$ cat src/rtl/lsu_ctrl.sv
// Load/store unit between the memory stage and a word-only data memory.
// Handles byte/halfword loads with extension and sub-word stores via read-modify-write.
module lsu_ctrl #(
  parameter int ADDR_W = 32,
  parameter int XLEN   = 32
) (
  input  logic              clk,
  input  logic              rst,
  input  logic              req_valid,
  output logic              req_ready,
  input  logic              req_we,
  input  logic [2:0]        req_funct3,
  input  logic [ADDR_W-1:0] req_addr,
  input  logic [XLEN-1:0]   req_wdata,
  output logic              resp_valid,
  output logic [XLEN-1:0]   resp_rdata,
  output logic              resp_err,
  output logic [ADDR_W-1:0] mem_addr,
  output logic [XLEN-1:0]   mem_write_data,
  output logic              mem_read,
  output logic              mem_write,
  input  logic [XLEN-1:0]   mem_read_data
);

  typedef enum logic [2:0] {IDLE, LOAD, RMW_RD, RMW_WR, ST_WR, RESP} state_t;

  // The load/store direction is carried by which path the FSM takes.
  state_t              state_q, state_d;
  logic [2:0]          funct3_q, funct3_d;
  logic [ADDR_W-1:0]   addr_q, addr_d;
  logic [XLEN-1:0]     wdata_q, wdata_d;
  logic [XLEN-1:0]     mem_wdata_q, mem_wdata_d;
  logic [XLEN-1:0]     rdata_q, rdata_d;
  logic                err_q, err_d;

  logic                accept;
  logic                req_err;
  logic [7:0]          ld_byte;
  logic [15:0]         ld_half;
  logic [XLEN-1:0]     ld_ext;
  logic [XLEN-1:0]     merged;

  assign accept = req_valid && req_ready;

  always_comb begin
    req_err = 1'b0;
    if (req_we ? (req_funct3 > 3'd2) : (req_funct3 == 3'd3 || req_funct3 > 3'd5))
      req_err = 1'b1;
    else if (req_funct3[1:0] == 2'd1 && req_addr[0])
      req_err = 1'b1;
    else if (req_funct3[1:0] == 2'd2 && req_addr[1:0] != 2'b00)
      req_err = 1'b1;
  end

  always_comb begin
    ld_byte = mem_read_data[{addr_q[1:0], 3'b000} +: 8];
    ld_half = addr_q[1] ? mem_read_data[31:16] : mem_read_data[15:0];
    case (funct3_q)
      3'd0:    ld_ext = {{24{ld_byte[7]}}, ld_byte};
      3'd1:    ld_ext = {{16{ld_half[15]}}, ld_half};
      3'd4:    ld_ext = {24'd0, ld_byte};
      3'd5:    ld_ext = {16'd0, ld_half};
      default: ld_ext = mem_read_data;
    endcase
  end

  // Per-lane merge: a halfword store puts wdata[15:8] into the odd lane of its pair.
  generate
    for (genvar gi = 0; gi < XLEN / 8; gi++) begin : g_lane
      logic       lane_sel;
      logic [7:0] st_byte;
      assign lane_sel = funct3_q[0] ? (addr_q[1] == 1'(gi / 2))
                                    : (addr_q[1:0] == 2'(gi));
      assign st_byte  = (funct3_q[0] && (gi % 2 == 1)) ? wdata_q[15:8] : wdata_q[7:0];
      assign merged[8*gi +: 8] = lane_sel ? st_byte : mem_read_data[8*gi +: 8];
    end
  endgenerate

  always_comb begin
    state_d     = state_q;
    funct3_d    = funct3_q;
    addr_d      = addr_q;
    wdata_d     = wdata_q;
    mem_wdata_d = mem_wdata_q;
    rdata_d     = rdata_q;
    err_d       = err_q;
    case (state_q)
      IDLE: begin
        if (accept) begin
          funct3_d = req_funct3;
          addr_d   = req_addr;
          wdata_d  = req_wdata;
          err_d    = req_err;
          rdata_d  = '0;
          if (req_err)
            state_d = RESP;
          else if (!req_we)
            state_d = LOAD;
          else if (req_funct3[1:0] == 2'd2) begin
            state_d     = ST_WR;
            mem_wdata_d = req_wdata;
          end else
            state_d = RMW_RD;
        end
      end
      LOAD: begin
        rdata_d = ld_ext;
        state_d = RESP;
      end
      RMW_RD: begin
        mem_wdata_d = merged;
        state_d     = RMW_WR;
      end
      RMW_WR:  state_d = RESP;
      ST_WR:   state_d = RESP;
      RESP:    state_d = IDLE;
      default: state_d = IDLE;
    endcase
  end

  always_ff @(posedge clk or posedge rst) begin
    if (rst) begin
      state_q     <= IDLE;
      funct3_q    <= '0;
      addr_q      <= '0;
      wdata_q     <= '0;
      mem_wdata_q <= '0;
      rdata_q     <= '0;
      err_q       <= 1'b0;
    end else begin
      state_q     <= state_d;
      funct3_q    <= funct3_d;
      addr_q      <= addr_d;
      wdata_q     <= wdata_d;
      mem_wdata_q <= mem_wdata_d;
      rdata_q     <= rdata_d;
      err_q       <= err_d;
    end
  end

  assign req_ready      = (state_q == IDLE) && !rst;
  assign resp_valid     = (state_q == RESP);
  assign resp_rdata     = rdata_q;
  assign resp_err       = err_q;
  assign mem_read       = (state_q == LOAD) || (state_q == RMW_RD);
  assign mem_write      = (state_q == RMW_WR) || (state_q == ST_WR);
  assign mem_addr       = (state_q == IDLE) ? '0 : {addr_q[ADDR_W-1:2], 2'b00};
  assign mem_write_data = mem_wdata_q;

endmodule

$ cat config.mk
export PLATFORM = sky130hd
export DESIGN_NAME = lsu_ctrl
export DESIGN_NICKNAME = d
export VERILOG_FILES = /design/src/rtl/lsu_ctrl.sv
export SDC_FILE = /design/constraint.sdc
export NUM_CORES = 1
export LEC_CHECK = 0
export CAP_MARGIN = 0
export CORE_ASPECT_RATIO = 1.1
export CORE_MARGIN = 4
export CORE_UTILIZATION = 43
export CTS_BUF_LIST = sky130_fd_sc_hd__clkbuf_4
export DETAILED_ROUTE_END_ITERATION = 16
export MAX_ROUTING_LAYER = met4
export PLACE_DENSITY = 0.84
export SETUP_SLACK_MARGIN = 0.3
export SLEW_MARGIN = 10
export SYNTH_ARGS = -nofsm -noshare
export SYNTH_HDL_FRONTEND = slang
export SYNTH_SLANG_ARGS = --single-unit
$ cat constraint.sdc
create_clock -name clk -period 3.4 [get_ports clk]
set_input_delay 0.34 -clock clk [delete_from_list [all_inputs] [get_ports clk]]
set_output_delay 0.34 -clock clk [all_outputs]
set_load 0.005 [all_outputs]
# Word level (Yosys, flattened, before mapping)
# Index checks and enable logic that the tools add are counted.
# totals
register_bits	119
input_bits	103
out_inout_bits	101
wordCells	75
# op_classes
order_cmp	2
eq_ne	18
shifts	1
n_mux	28
bitwise_logic	1
n_reduce_logical	18
# ops
operator	n
two-way mux 32 bit	6
one-hot mux 32 bit (2 select lines)	2
one-hot mux 32 bit (4 select lines)	1
two-way mux 8 bit	5
indexed part select 32 x 6 -> 8 bit	1
two-way mux 16 bit	1
equality test 3 bit, second input constant	4
two-way mux 3 bit	4
equality test 3 x 2 -> 1 bit, second input constant	3
one-hot mux 3 bit (3 select lines)	1
two-way mux 1 bit	8
!= test 2 bit, second input constant	4
equality test 2 bit, second input constant	3
equality test 3 x 1 -> 1 bit, second input constant	2
logical NOT 3 bit	2
nonzero test 2 bit	3
AND reduction 5 bit	1
equality test 2 x 1 -> 1 bit, second input constant	2
logical AND 1 bit	4
AND reduction 2 bit	2
> comparator 3 x 2 -> 1 bit, second input constant	1
> comparator 3 bit, second input constant	1
logical OR 1 bit	3
OR reduction 3 bit	1
other kinds (3)	3

# Depth between registers and ports, before layout
# depth
word_depth	8
ltp_mapped	7
depth_no_buf	4

# Worst setup path before layout
# No wires, ideal clock.
# synth_timing
kind	register -> register
start	register addr_q[1]
end	register rdata_q[16] (netlist: resp_rdata[16])
t_arrival_ps	1455
required_time_ps	3274
setup_slack_ps	1819
path_stages_with_launch	7
period_less_slack_ps	1581
cell_sequence	dfrtp_1 buf_6 mux2_4 mux2i_1 nor4_4 buf_6 a221o_1
# synth_between
elab_chain_len	3
# synth_rtl
element	line	source
start, declared	30	logic [ADDR_W-1:0] addr_q, addr_d;
start signal, assigned	133	addr_q <= addr_d;
indexed part select 32 x 6 -> 8 bit or two-way mux 16 bit (tied branches)	56, 57	
one-hot mux 32 bit (4 select lines) (*)	58	case (funct3_q)
one-hot mux 32 bit (2 select lines) (*)	87	case (state_q)
end signal, assigned	136	rdata_q <= rdata_d;
end, declared	33	logic [XLEN-1:0] rdata_q, rdata_d;
# Mark *: on every way between the ends. The rest lies on a longest branch, timed or not.
# A chain may end at the register's enable or synchronous reset.

# Worst setup path in the final report
# layout_timing
start	register state_q[0]
end	output port mem_read
# layout_between
elab_chain_len	2
# layout_rtl
element	line	source
start, declared	28	state_t state_q, state_d;
start signal, assigned	131	state_q <= state_d;
equality test 3 x 1 -> 1 bit or equality test 3 x 2 -> 1 bit (tied branches)	145	assign mem_read = (state_q == LOAD) || (state_q == RMW_RD);
logical OR 1 bit (*)	145	
end, declared	20	output logic mem_read,
# Marked as above.

==> impl_metrics.csv <==
group,metric,value,unit
run_status,status,"complete, no violations",
cells_and_area,mostFrequentLayoutCells,"clkdlybuf4s50_1, nand2_1, dfrtp_1, o21ai_0, nor2_1",
worst_setup_path,reg2regPathDepth,4,
timing,setup_violations,0,
pwr,p_switching,2.58,mW
clock_network,cts-root-buf,"clkbuf_4",
die,ios,204,
global_routing,grt_overflow,0,
drt,wl_per_cell,18.7,um
yosys,synth-seq-cells,119,
clock_network,cts.path.max_buffers,2,
hold_path,min_path_cells,3,
yosys,ys_types,48,
yosys,synth.avg_cell_area,8.80,um2
drt,drc,0,
timing,slew_viol_final,0,
timing,hold_viol,0,
drt,ant_nets,0,
pwr,combPwrFrac,48.1,%
cells_and_area,final_common_cell,"clkdlybuf4s50_1",
worst_setup_path,arrival,2430,ps
pwr,power.total,6.74,mW
cells_and_area,nFillCells,1230,
die,die_w,122,um
pwr,p_clk_share,15.3,%
placement,place_congestion,0.909,
timing,tns,0,ps
die,core,14000,um2
clock_network,postCtsSetupRepairBufs,0,
yosys,synth_area,6190,um2
yosys,ys.flop_type,"dfrtp_1",
timing,layout_setup_ws,625,ps
timing,fmax,360,MHz
clock_network,cts_tree,"built",
timing,slew_headroom,40.4,%
global_routing,grt_pass1_vias,5980,
die,die_height,134,um
yosys,synth-warning-count,0,
yosys,synth_cells,703,
placement,place_hpwl,15100,um
clock_network,cts_resized,0,
timing,rsz0062_at_grt,"false",
die,rows,45,
placement,placement.io_buffers,201,
pwr,switching_share,38.3,%
worst_setup_path,worst_setup_path_end_kind,"primary output",
global_routing,grt_util_all_layers,25.6,%
die,start_util,44.3,%
drt,firstDrtPassIters,5,
timing,max_slew.worst_pin.slew,895,ps
worst_setup_path,critPathLaunchType,"flop",
run,drv_cap,0,
timing,final.setup_skew,24.4,ps
timing,timing.final.crit_share,81.6,%
pwr,ir_worst_vdd,0.000479,V
cells_and_area,post-route-util,61.7,%
global_routing,antenna_found_initial,0,
drt,vias_per_cell,5.66,
clock_network,cts_buffers,17,
yosys,synth-edff-count,0,
pwr,leakage,3.70,nW
cells_and_area,layout-drive-gt1-share,7.49,%
worst_setup_path,crit_type,"flop to primary output",
clock_network,clk_pin_slew_worst_paths,110,ps
clock_network,htreeDepth,4,
global_routing,grt_max_degree,54,
pwr,p_int,4.15,mW
cells_and_area,regArea,2980,um2
yosys,async_reset_ff_share,100,%
worst_setup_path,r2r_slack,1040,ps
hold_path,hp-class,"input port to flop",
drt,num_vias,6139,
die,dieArea,16400,um2
timing,fin_crit,2770,ps
yosys,synth_seq_area_share,48.1,%
placement,dpl_worst_slack,1010,ps
clock_network,hold_buffers,0,
clock_network,cts.sinks,119,
drt,totalWireLength,20300,um
pwr,seqPwrFrac,36.6,%
worst_setup_path,path_max_fanout,12,
worst_setup_path,worstPathRequired,3060,ps
drt,drtIter0Drc,547,
cells_and_area,area_growth_syn_to_layout,39.2,%
clock_network,clock_latency,550,ps
global_routing,grt_pass1_wl,31600,um
pwr,cellPowerDensity,782,nW/um2
cells_and_area,multi_input_area,2910,um2
cells_and_area,nets,985,
power by group through the flow:
stage	combinational [mW]	sequential, mW	clock [mW]
5_1_grt	3.55	2.55	1.13
6_report	3.24	2.47	1.03
2_1_floorplan	1.85	2.29	0
4_1_cts	3.25	2.46	1.04
3_3_place_gp	3.16	2.47	0
3_5_place_dp	3.23	2.49	0
worst max-delay path, cell delays in order, from the launching register on:
cell and delay, ps:
dfrtp_1 560, nor2_1 350, nand2_1 290, nand2_1 190
clkdlybuf4s50_1 510
per-stage QoR:
step | hold WS, ps | instance area, um2 | std cells
6_report | 311 | 8610 | 1084
5_1_grt | 266 | 8610 | 1083
4_1_cts | 277 | 8610 | 1083
3_5_place_dp | 454 | 8330 | 1051
3_3_place_gp | 449 | 8330 | 1051
2_1_floorplan | 438 | 6200 | 704
per-layer routing:
metal / up-vias / global-route usage [%] / share of wire [%]
li1: 2826 / - / -
met3: 67 / 9.19 / 11
met5: - / - / 0
met4: 0 / 10.1 / 4.0
met1: 2874 / 31.5 / 39
met2: 372 / 38.5 / 46
path summary, 6_finish.rpt:
check	startpoint	to
setup / recovery	state_q[0]	mem_read
hold / removal	req_addr[27]	addr_q[27]
setup reg to reg	addr_q[1]	mem_write_data[31]
hold reg to reg	addr_q[18]	addr_q[18]
max in group asynchronous	rst	resp_rdata[26]
min in group asynchronous	rst	addr_q[25]
synthesized netlist by cell type (all sizes together), types with 6 or more instances:
cell / number / area, um2
mux2i: 6 / 60.1
buf: 31 / 170
clkbuf: 26 / 97.6
dfrtp: 119 / 2980
nand2: 167 / 627
o22ai: 18 / 113
a211oi: 16 / 120
nor2b: 32 / 200
o21ai: 73 / 365
nor3b: 10 / 85.1
nor2: 43 / 161
mux2: 10 / 120
inv: 13 / 48.8
a31oi: 7 / 50.1
o31ai: 33 / 248
a21boi: 8 / 60.1
a221o: 16 / 160
a21oi: 30 / 150
logic make-up after synthesis:
group | share of synthesized area, %
AND/OR/NAND/NOR | 20.3
AO/OA/AOI/OAI | 23.2
flip-flops | 48.1
buffers and inverters | 5.12
multiplexers | 3.28
other | 0.0606
flip-flops by register name (all words and copies together) (netlist names):
signal	count
addr_q	32
funct3_q	3
mem_write_data	32
resp_err	1
resp_rdata	32
state_q	3
wdata_q	16
final cells by class:
cell class	instances	area share, %
antenna	1	0.0291
clock buffer	17	1.48
clock inverter	15	1.79
inverter	13	0.610
multi-input combinational	515	33.8
sequential	119	34.6
tap	188	2.73
timing repair buffer	216	25.0
Note: power is estimated with default switching activity, not from simulation.
